--- src/rtl/ofmap_maxpool.sv ---
// 2x2 stride-2 unsigned max-pool from the GEMM ofmap BRAM (mem2) into the pooled BRAM (mem3).
// Each output word costs three cycles: read the top row, read the bottom row, then write.
module ofmap_maxpool #(
  parameter int unsigned DATA_WIDTH     = 8,
  parameter int unsigned LANES          = 14,
  parameter int unsigned FMAP_H         = 14,
  parameter int unsigned OUT_CH         = 64,
  parameter int unsigned IN_ADDR_WIDTH  = 10,
  parameter int unsigned OUT_DATA_WIDTH = 56,
  parameter int unsigned OUT_ADDR_WIDTH = 9
) (
  input  logic                          clk,
  input  logic                          rst_n,
  input  logic                          start_i,
  output logic                          mem2_ce1,
  output logic                          mem2_we1,
  output logic [IN_ADDR_WIDTH-1:0]      mem2_addr1,
  input  logic [DATA_WIDTH*LANES-1:0]   mem2_q1_i,
  output logic                          mem3_ce0,
  output logic                          mem3_we0,
  output logic [OUT_ADDR_WIDTH-1:0]     mem3_addr0,
  output logic [OUT_DATA_WIDTH-1:0]     mem3_d0,
  output logic                          finish_o
);

  localparam int unsigned IN_W      = DATA_WIDTH * LANES;
  localparam int unsigned OUT_LANES = LANES / 2;
  localparam int unsigned ROWS_OUT  = FMAP_H / 2;
  localparam int unsigned R_W       = $clog2(ROWS_OUT);
  localparam int unsigned CH_W      = $clog2(OUT_CH);

  typedef enum logic [2:0] {IDLE, RD_TOP, RD_BOT, WR, DONE} state_t;

  state_t                    state, state_nx;
  logic [IN_ADDR_WIDTH-1:0]  rd_addr;
  logic [OUT_ADDR_WIDTH-1:0] wr_addr;
  logic [R_W-1:0]            r;
  logic [CH_W-1:0]           ch;
  logic [IN_W-1:0]           top_q;
  logic [OUT_DATA_WIDTH-1:0] pooled;
  logic [DATA_WIDTH-1:0]     max_top, max_bot;
  logic                      last_word;

  assign last_word = (ch == CH_W'(OUT_CH - 1)) && (r == R_W'(ROWS_OUT - 1));
  assign mem2_we1  = 1'b0;

  always_ff @(posedge clk or negedge rst_n) begin
    if (!rst_n) state <= IDLE;
    else        state <= state_nx;
  end

  // Rows of one channel are contiguous and channels are back to back, so the
  // top-row address always advances by 2 per output, even across channels.
  always_ff @(posedge clk or negedge rst_n) begin
    if (!rst_n) begin
      rd_addr <= '0;
      wr_addr <= '0;
      r       <= '0;
      ch      <= '0;
      top_q   <= '0;
    end else begin
      case (state)
        IDLE: if (start_i) begin
          rd_addr <= '0;
          wr_addr <= '0;
          r       <= '0;
          ch      <= '0;
        end
        RD_BOT: top_q <= mem2_q1_i;
        WR: begin
          rd_addr <= rd_addr + IN_ADDR_WIDTH'(2);
          wr_addr <= wr_addr + OUT_ADDR_WIDTH'(1);
          if (r == R_W'(ROWS_OUT - 1)) begin
            r  <= '0;
            ch <= ch + CH_W'(1);
          end else begin
            r <= r + R_W'(1);
          end
        end
        default: ;
      endcase
    end
  end

  always_comb begin
    pooled  = '0;
    max_top = '0;
    max_bot = '0;
    for (int unsigned j = 0; j < OUT_LANES; j++) begin
      max_top = (top_q[IN_W-1-2*j*DATA_WIDTH -: DATA_WIDTH] > top_q[IN_W-1-(2*j+1)*DATA_WIDTH -: DATA_WIDTH])
              ? top_q[IN_W-1-2*j*DATA_WIDTH -: DATA_WIDTH] : top_q[IN_W-1-(2*j+1)*DATA_WIDTH -: DATA_WIDTH];
      max_bot = (mem2_q1_i[IN_W-1-2*j*DATA_WIDTH -: DATA_WIDTH] > mem2_q1_i[IN_W-1-(2*j+1)*DATA_WIDTH -: DATA_WIDTH])
              ? mem2_q1_i[IN_W-1-2*j*DATA_WIDTH -: DATA_WIDTH] : mem2_q1_i[IN_W-1-(2*j+1)*DATA_WIDTH -: DATA_WIDTH];
      pooled[OUT_DATA_WIDTH-1-j*DATA_WIDTH -: DATA_WIDTH] = (max_top > max_bot) ? max_top : max_bot;
    end
  end

  always_comb begin
    state_nx   = state;
    mem2_ce1   = 1'b0;
    mem2_addr1 = '0;
    mem3_ce0   = 1'b0;
    mem3_we0   = 1'b0;
    mem3_addr0 = '0;
    mem3_d0    = '0;
    finish_o   = 1'b0;
    case (state)
      IDLE: if (start_i) state_nx = RD_TOP;
      RD_TOP: begin
        mem2_ce1   = 1'b1;
        mem2_addr1 = rd_addr;
        state_nx   = RD_BOT;
      end
      RD_BOT: begin
        mem2_ce1   = 1'b1;
        mem2_addr1 = rd_addr + IN_ADDR_WIDTH'(1);
        state_nx   = WR;
      end
      WR: begin
        mem3_ce0   = 1'b1;
        mem3_we0   = 1'b1;
        mem3_addr0 = wr_addr;
        mem3_d0    = pooled;
        state_nx   = last_word ? DONE : RD_TOP;
      end
      DONE: begin
        finish_o = 1'b1;
        if (!start_i) state_nx = IDLE;
      end
      default: state_nx = IDLE;
    endcase
  end

endmodule

--- config.mk ---
export PLATFORM = sky130hd
export DESIGN_NAME = ofmap_maxpool
export DESIGN_NICKNAME = d
export VERILOG_FILES = /design/src/rtl/ofmap_maxpool.sv
export SDC_FILE = /design/constraint.sdc
export NUM_CORES = 1
export LEC_CHECK = 0
export ABC_CLOCK_PERIOD_IN_PS = 5700
export BUFFER_PORTS_ARGS = -buffer_cell sky130_fd_sc_hd__buf_2
export CORE_UTILIZATION = 60
export CTS_BUF_LIST = sky130_fd_sc_hd__clkbuf_4 sky130_fd_sc_hd__clkbuf_8
export CTS_CLUSTER_DIAMETER = 50
export DETAILED_ROUTE_END_ITERATION = 8
export PLACE_DENSITY = 0.84
export SYNTH_ARGS = -nofsm -noshare
export SYNTH_HDL_FRONTEND = slang
export SYNTH_SLANG_ARGS = --single-unit
export TNS_END_PERCENT = 100
--- constraint.sdc ---
create_clock -name clk -period 5.7 [get_ports clk]
set_input_delay 0.57 -clock clk [delete_from_list [all_inputs] [get_ports clk]]
set_output_delay 0.57 -clock clk [all_outputs]
set_load 0.1 [all_outputs]
### After elaboration in Yosys (flattened, before gate mapping)

Index checks and enable logic that the tools add are counted.

* output and inout bits: 80
* bits in latches: 0
* logic and storage cells: 89
* bits in registers: 143
* memories kept: 0
* bits in read-only memories: 0
* RAM bits: 0
* input port bits: 115

* multipliers: 0
* equal/unequal tests: 9
* mux-type cells: 41
* $add $sub $neg: 5
* bitwise logic cells: 0
* order comparisons: 21
* shift-type cells: 0
* div/mod/pow operators: 0
* reductions and logical operators: 7

Operator list (count)
* $gt 8x8->1: 21
* $mux 8: 21
* $mux 56: 1
* $pmux 10 s2: 2
* $mux 9: 2
* $pmux 9 s2: 1
* $mux 3: 5
* $pmux 3 s5: 1
* $mux 6: 2
* $pmux 6 s2: 1
* $add 10x1->10 const B: 1
* $add 10x2->10 const B: 1
* $mux 10: 1
* $add 9x1->9 const B: 1
* $add 6x1->6 const B: 1
* $eq 3x2->1 const B: 2
* $eq 3x3->1 const B: 2
* $eq 6x6->1 const B: 1
* $ne 2x2->1 const B: 3
* $pmux 3 s2: 1
* $reduce_and 2->1: 2
* $add 3x1->3 const B: 1
* $eq 3x1->1 const B: 1
* $logic_not 3->1: 1
* 5 further kinds: 7

### Logic depth before layout (Yosys ltp)

Gate-level depths: netlist of run 1.

* word-level depth: 5
* mapped depth: 16
* gate-level depth less buffers: 15

### Least setup slack after synthesis of run 1

OpenSTA, ideal clock, no wires.

* path type: input-to-output
* from: in mem2_q1_i[81]
* to: out mem3_d0[41]
* data required time: 5.130 ns
* arrival: 4.554 ns
* stages: 13
* path slack: 0.576 ns
* buffers on the path: 0
* cells stage by stage: inv_1 ha_1 nor2b_1 o211ai_2 a21oi_2 o32ai_4 mux2i_1 ha_1 a21o_1 a221o_1 a21oi_1 o21ai_1 o2bb2ai_1

* word-level cells in the longest chain between the ends: 5

RTL lines
* start: declaration: line 18 `input logic [DATA_WIDTH*LANES-1:0] mem2_q1_i,`
* $gt 8x8->1: line 92 `max_bot = (mem2_q1_i[IN_W-1-2*j*DATA_WIDTH -: DATA_WIDTH] > mem2_q1_i[IN_W-1-(2*j+1)*DATA_WIDTH -: DATA_WIDTH] ...`
* $mux 8 *: line 93 `? mem2_q1_i[IN_W-1-2*j*DATA_WIDTH -: DATA_WIDTH] : mem2_q1_i[IN_W-1-(2*j+1)*DATA_WIDTH -: DATA_WIDTH];`
* $gt 8x8->1: line 94 `pooled[OUT_DATA_WIDTH-1-j*DATA_WIDTH -: DATA_WIDTH] = (max_top > max_bot) ? max_top : max_bot;`
* $mux 8 *: line 94
* $mux 56 *: line 107 `case (state)`
* end: declaration: line 22 `output logic [OUT_DATA_WIDTH-1:0] mem3_d0,`

Mark *: on every way between the ends. The rest lies on a longest branch, timed or not.

### Final worst setup path of run 1

* from: reg top_q[89]
* to: out mem3_d0[47]

* word-level cells in the longest chain between the ends: 5

RTL lines
* start: declaration: line 39 `logic [IN_W-1:0] top_q;`
* start signal: assignment: line 69 `RD_BOT: top_q <= mem2_q1_i;`
* $gt 8x8->1: line 90 `max_top = (top_q[IN_W-1-2*j*DATA_WIDTH -: DATA_WIDTH] > top_q[IN_W-1-(2*j+1)*DATA_WIDTH -: DATA_WIDTH])`
* $mux 8 *: line 91 `? top_q[IN_W-1-2*j*DATA_WIDTH -: DATA_WIDTH] : top_q[IN_W-1-(2*j+1)*DATA_WIDTH -: DATA_WIDTH];`
* $gt 8x8->1: line 94
* $mux 8 *: line 94
* $mux 56 *: line 107

Marks and branches as above.

==> impl_summary.txt, run 1 <==
----------------------------------------------------
[Synthesis]
  Top area cells in the synthesized netlist ... sky130_fd_sc_hd__dfrtp_1, sky130_fd_sc_hd__ha_1, sky130_fd_sc_hd__mux2_2
  Fraction of post-synthesis cell area in the top cell type by area ... between 30% and 40%
  Number of register bits inferred by synthesis ... 142
  Warnings, synthesis ... 0
  Leading register cell type out of synthesis ... sky130_fd_sc_hd__dfrtp_1
  Cell count after synthesis ... around 1,200
  Share of synthesized area occupied by flip-flops and latches ... ~31%
  Leading area contributor after synthesis ... sky130_fd_sc_hd__dfrtp_1
  Count of flip-flops with a built-in enable after synthesis ... 0
  Async set or reset register ratio after synthesis ... 100%
  Cell area after synthesis ... roughly 12,000 µm²
  Post-synth net total ... around 1,500
  Distinct cell type count after synthesis ... 45
  Per-instance average area after synthesis ... 9.81 µm²

[CTS]
  CTS H-tree depth ... 4
  Number of instances resized during post-cts repair ... 0
  Clock latency at the later pin of the worst-skew pair ... approximately 460 ps
  Total clock sinks ... 142
  TritonCTS clock tree ... built
  Clock root buffer master ... sky130_fd_sc_hd__clkbuf_8
  Clock Tree Buf Depth ... 2
  Total CTS buffers ... 17
  Clock-pin slew of the registers on the worst-case setup and hold paths ... roughly 70 ps
  Number of buffers inserted to repair setup after CTS ... 0
  Hold-fix buffers, CTS ... 0

[Finish]
  Most common cell after layout, fill and taps aside ... sky130_fd_sc_hd__buf_2
  Area added between synthesis and finish ... 13.7%
  Post-route standard cell area excluding fillers ... around 13,000 µm²
  Most used cells in the layout excluding fill and tap cells ... sky130_fd_sc_hd__buf_2, sky130_fd_sc_hd__ha_1, sky130_fd_sc_hd__dfrtp_1
  Total Nets Final ... between 1,500 and 2,000
  Fraction of layout instances using a drive strength above 1 ... a little over a quarter

[Worst setup path]
  Worst stage delay on the critical path ... 770 ps
  Critical path data arrival time ... 4630 ps
  Kind of critical path ... flip-flop to output port
  Worst-case register-to-register setup slack ... 3260 ps
  Reg-to-Reg Start ... state[2]
  Cell type of the slowest stage on the worst timing path ... sky130_fd_sc_hd__nor3_1
  Cells on worst reg2reg path ... 4
  Critical path capture point ... mem3_d0[47]
  Kind of launch point of the worst setup path ... flip-flop
  Source of the critical timing path ... top_q[89]
  Cell Chain, Critical Path ... ha_1 > nor2b_1 > o211ai_1 > a21oi_1 > o32ai_4 > mux2_2 > ha_1 > and3_1 > a221o_1 > a21oi_1 > nor3_1 > o2bb2ai_1 > buf_2
  Critical R2R Capture ... top_q[25]
  Worst endpoint required time ... between 5000 and 6000 ps
  CP Capture Type ... output port
  Largest fanout on the critical path ... 8

[Die]
  Die outline area ... roughly 20,000 µm²
  Die Wd ... approximately 140 µm
  Effective utilization at floorplan ... 61.5%
  Number of rows in the core area ... 50
  Num ports ... between 150 and 200
  Overall die height ... roughly 140 µm
  Core footprint ... about 19,000 µm²

[Detailed routing]
  TritonRoute pass-1 iters ... 4
  First DRT Iteration DRCs ... about 350
  Wire length reported by the detailed router ... roughly 27,000 µm
  ANT nets after route ... 0
  Via total after detailed routing ... around 9,500
  Drc violations ... 0
  Ratio of routed vias to standard cells ... ~5.8
  WL per Instance ... 16.2 µm

[Global route]
  Sum of overflow across all layers after global routing ... 0
  Wire length of the first global-routing pass ... about 44,000 µm
  Number of global-route vias before repair ... 9,530
  Antenna violations before repair ... 6
  Largest net degree at the start of global routing ... just under 100
  Overall fraction of global-route tracks in use ... 27.7%

[Placement]
  Detail Placement HPWL ... 20,600 µm
  Buffers added on ports ... 193
  Pre-CTS setup slack ... between 800 and 900 ps
  Cell area reported after detailed placement ... 12,800 µm²
  Final weighted congestion in routability-driven placement ... 0.933

[STA]
  Final worst setup slack ... just over 500 ps
  Max Clock Skew ... between 15 and 20 ps
  Final hold violation count ... 0
  Relative slew slack ... a little over a third
  Min Hold Slack ... roughly 200 ps
  Highest clock rate ... around 0.19 GHz
  Unrepaired setup endpoints after global routing ... no
  Setup Viol. Count Final ... 0
  Setup TNS Final ... 0 ps
  Shortest period the worst path allows ... around 5200 ps
  Final worst-path cycle share ... 91.2%
  Max-slew violations ... 0
  Actual transition at the worst max-transition pin ... just under 1000 ps

[Job]
  Number of max-capacitance violations reported ... 0

[Status]
  Run status ... completed

[Hold path]
  Tightest Hold Check Type ... primary input to async pin

----------------------------------------------------
layout make-up:
class	count	area [µm²]
Antenna cell	7	17.5
Multi-Input combinational cell	874	7390
Tap cell	260	325
Clock buffer	19	262
Clock inverter	12	120
Fill cell	1460	5660
Inverter	133	499
Timing Repair Buffer	197	1000
Sequential cell	142	3550
state kept, by name, summed over array words and instances (netlist names):
name     count
r            3
rd_addr      9
wr_addr      9
ch           6
state        3
top_q      112
cells by family after synthesis:
kind of cell,count (synthesis),share of synthesized area (%)
AND/OR/NAND/NOR,252,11.2
multiplexers,171,15.9
buffers and inverters,164,5.55
AO/OA/AOI/OAI,275,17.8
other,1,0.0324
adder cells (fa/ha/maj),171,18.5
flip-flops,142,30.7
XOR/XNOR,4,0.303
worst min path at each step:
| stage | start | end | cells after the start |
|---|---|---|---|
| floorplan | rst_n | ch[0] | 0 |
| global placement | rd_addr[9] | rd_addr[9] | 1 |
| detailed placement | rd_addr[9] | rd_addr[9] | 1 |
| CTS | rst_n | top_q[27] | 1 |
| global route | rst_n | top_q[97] | 1 |
| finish | rst_n | top_q[97] | 1 |
synthesized netlist by cell type (4+ instances only):
cell type,instances
sky130_fd_sc_hd__a211oi_1,10
sky130_fd_sc_hd__a211oi_2,4
sky130_fd_sc_hd__a21oi_1,53
sky130_fd_sc_hd__a21oi_2,5
sky130_fd_sc_hd__and2_1,22
sky130_fd_sc_hd__and3_1,7
sky130_fd_sc_hd__buf_2,13
sky130_fd_sc_hd__clkbuf_1,13
sky130_fd_sc_hd__dfrtp_1,142
sky130_fd_sc_hd__ha_1,171
sky130_fd_sc_hd__inv_1,133
sky130_fd_sc_hd__mux2_2,91
sky130_fd_sc_hd__mux2_4,4
sky130_fd_sc_hd__mux2i_1,76
sky130_fd_sc_hd__nand2_1,86
sky130_fd_sc_hd__nand3_1,14
sky130_fd_sc_hd__nand4_1,48
sky130_fd_sc_hd__nor2_1,31
sky130_fd_sc_hd__nor2b_1,18
sky130_fd_sc_hd__o211ai_1,11
sky130_fd_sc_hd__o211ai_2,9
sky130_fd_sc_hd__o21ai_0,104
sky130_fd_sc_hd__o22ai_1,19
sky130_fd_sc_hd__o2bb2ai_1,37
sky130_fd_sc_hd__o32ai_4,14
sky130_fd_sc_hd__or2_2,10
sky130_fd_sc_hd__or3_1,5
worst max-delay path: cells and delay by family, from the launching register on:
family,cells,cell delay (ps)
adders and majority gates,2,610
buffers and inverters,1,450
DFF,1,420
AOI/OAI and AO/OA,6,1190
and+or+nand+nor,3,1090
muxes,1,410
metrics by stage:
stage	cells	utilization, %
2_1_floorplan	1180	-
3_3_place_gp	1606	67.8
3_5_place_dp	1606	67.8
4_1_cts	1637	69.8
5_1_grt	1643	69.9
6_report	1644	69.9
metal layers:
metal / share of wire (%) / GRT usage (%) / vias up
li1: - / - / 4685
met1: 46 / 35.8 / 4520
met2: 48 / 46.1 / 243
met3: 3.8 / 4.01 / 47
met4: 2.7 / 12.2 / 0
met5: 0 / 0 / -
Power of run 1 is not shown: default switching activity piles up to over one toggle a cycle in this logic, so the estimate is an artifact.
==> inputs of run 2 (changes only) <==
Settings changed: RECOVER_POWER set to 25.
==> run 2 against run 1 <==
- the run now ends with capacitance limit, slew limit left
- register-to-register slack barely moved
- non-clock buffer count did not move
- design area barely moved
- maximum frequency fell by 0.28%
- critical path depth did not move
- global-route usage did not move
- utilization barely moved
- via count barely moved
- clock skew barely moved
- count of clock-buffer cells in the layout did not move
==> impl_summary.txt, run 2 (synthesized netlist as in run 1, its figures left out) <==
----------------------------------------------------
[Job]
  Number of max-capacitance violations reported ... 1 (+1)

[Detailed routing]
  First DRT Iteration DRCs ... 349 (unchanged)
  Wire length reported by the detailed router ... 26,700 µm (about the same)
  Ratio of routed vias to standard cells ... 5.77 (about the same)
  TritonRoute pass-1 iters ... 4 (unchanged)
  WL per Instance ... 16.2 µm (about the same)
  Via total after detailed routing ... 9,493 (-0.021%)
  Drc violations ... 0 (unchanged)
  ANT nets after route ... 0 (unchanged)

[Worst setup path]
  CP Capture Type ... output port
  Kind of critical path ... flip-flop to output port
  Critical path data arrival time ... 4640 ps (about the same)
  Largest fanout on the critical path ... 8 (unchanged)
  Kind of launch point of the worst setup path ... flip-flop
  Worst endpoint required time ... 5130 ps (about the same)
  Worst-case register-to-register setup slack ... 3260 ps (about the same)

[Global route]
  Number of global-route vias before repair ... 9,530 (unchanged)
  Antenna violations before repair ... 6 (unchanged)
  Largest net degree at the start of global routing ... 97 (unchanged)
  Sum of overflow across all layers after global routing ... 0 (unchanged)
  Wire length of the first global-routing pass ... 44,400 µm (unchanged)
  Overall fraction of global-route tracks in use ... 27.7% (unchanged)

[Finish]
  Number of flip-flops under the largest register name ... 112 (unchanged)
  Most used cells in the layout excluding fill and tap cells ... sky130_fd_sc_hd__buf_2, sky130_fd_sc_hd__ha_1, sky130_fd_sc_hd__dfrtp_1
  Most common cell after layout, fill and taps aside ... sky130_fd_sc_hd__buf_2
  Fill count ... 1,461 (+0.068%)
  Post-layout utilization of the core ... 69.9% (about the same)
  Top reg by flops ... top_q
  Total Nets Final ... 1,651 (unchanged)
  Largest registers in the final layout ... top_q: 112 flops, rd_addr: 9 flops, wr_addr: 9 flops
  Area added between synthesis and finish ... 13.7% (about the same)
  Fraction of layout instances using a drive strength above 1 ... 27.1% (-0.073 points)

[Placement]
  Final weighted congestion in routability-driven placement ... 0.933 (unchanged)
  Detail Placement HPWL ... 20,600 µm (unchanged)
  Buffers added on ports ... 193 (unchanged)

[CTS]
  Clock-pin slew of the registers on the worst-case setup and hold paths ... 90 ps (+20 ps)
  TritonCTS clock tree ... built
  Total CTS buffers ... 17 (unchanged)
  Number of instances resized during post-cts repair ... 0 (unchanged)
  Clock Tree Buf Depth ... 2 (unchanged)
  Hold-fix buffers, CTS ... 0 (unchanged)
  Clock latency at the later pin of the worst-skew pair ... 460 ps (about the same)
  Total clock sinks ... 142 (unchanged)
  Number of buffers inserted to repair setup after CTS ... 0 (unchanged)
  CTS H-tree depth ... 4 (unchanged)
  Clock root buffer master ... sky130_fd_sc_hd__clkbuf_8

[Die]
  Overall die height ... 141 µm (unchanged)
  Number of rows in the core area ... 50 (unchanged)
  Effective utilization at floorplan ... 61.5% (unchanged)
  Die Wd ... 141 µm (unchanged)
  Core footprint ... 18,800 µm² (unchanged)
  Num ports ... 195 (unchanged)
  Die outline area ... 19,900 µm² (unchanged)

[STA]
  Unrepaired setup endpoints after global routing ... no
  Final hold violation count ... 0 (unchanged)
  Setup TNS Final ... 0 ps (unchanged)
  Max-slew violations ... 95 (+95)
  Relative slew slack ... -187% (-220 points)
  Actual transition at the worst max-transition pin ... 4310 ps (+3330 ps)
  Highest clock rate ... 0.192 GHz (-0.28%)
  Final worst-path cycle share ... 91.4% (+0.26 points)
  Max Clock Skew ... 15.5 ps (-0.302 ps)
  Shortest period the worst path allows ... 5210 ps (+14.8 ps)
  Setup Viol. Count Final ... 0 (unchanged)
  Min Hold Slack ... 351 ps (+155 ps)

[Status]
  Violated checks ... capacitance limit, slew limit
  Run status ... complete, but fails checks

[Hold path]
  Tightest Hold Check Type ... primary input to flip-flop

----------------------------------------------------
-- run 2: path summary, 6_finish.rpt --
kind                          startpoint          end  cells past startpoint
max in group asynchronous          rst_n    top_q[48]                      1
hold / removal             mem2_q1_i[51]    top_q[51]                      3
setup reg to reg                state[2]    top_q[25]                      4
hold reg to reg               rd_addr[9]   rd_addr[9]                      1
min in group asynchronous          rst_n   top_q[106]                      1
setup / recovery               top_q[89]  mem3_d0[43]                     13
-- run 2: layer usage --
metal	vias to the layer above	track usage (%)	wire, µm	share of wire (%)
li1	4687	-	-	-
met1	4516	35.8	12200	46
met2	245	46.1	12800	48
met3	45	4.01	1030	3.8
met4	0	12.2	699	2.6
met5	-	0	0	0
-- run 2: worst max-delay path, stage by stage (launching register included) --
cell and delay (ps):
sky130_fd_sc_hd__dfrtp_1 420, sky130_fd_sc_hd__ha_1 300, sky130_fd_sc_hd__nor2b_1 140, sky130_fd_sc_hd__o211ai_1 170, sky130_fd_sc_hd__a21oi_1 120, sky130_fd_sc_hd__o32ai_4 470
sky130_fd_sc_hd__mux2_2 410, sky130_fd_sc_hd__ha_1 310, sky130_fd_sc_hd__and3_1 180, sky130_fd_sc_hd__a221o_1 140, sky130_fd_sc_hd__a21oi_1 90, sky130_fd_sc_hd__nor3_1 780
sky130_fd_sc_hd__o2bb2ai_1 200, sky130_fd_sc_hd__buf_2 450
-- run 2: cell type report --
class | count | area [µm²] | area share (%)
clock buffer | 19 | 262 | 1.99
multi-input combinational | 874 | 7390 | 56.1
sequential | 142 | 3550 | 27.0
clock inverter | 12 | 120 | 0.912
tap | 260 | 325 | 2.47
inverter | 133 | 499 | 3.79
antenna | 7 | 17.5 | 0.133
timing repair buffer | 197 | 1000 | 7.59
-- run 2: stage by stage --
step | cell area, µm² | std cells | setup WS [ps]
final | 13200 | 1644 | 489
after global routing | 13200 | 1643 | 249
after detailed placement | 12800 | 1606 | 898
after floorplan | 11600 | 1180 | 576
after global placement | 12800 | 1606 | 1010
after CTS | 13200 | 1637 | 501
Power of run 2 is left out for the same reason.
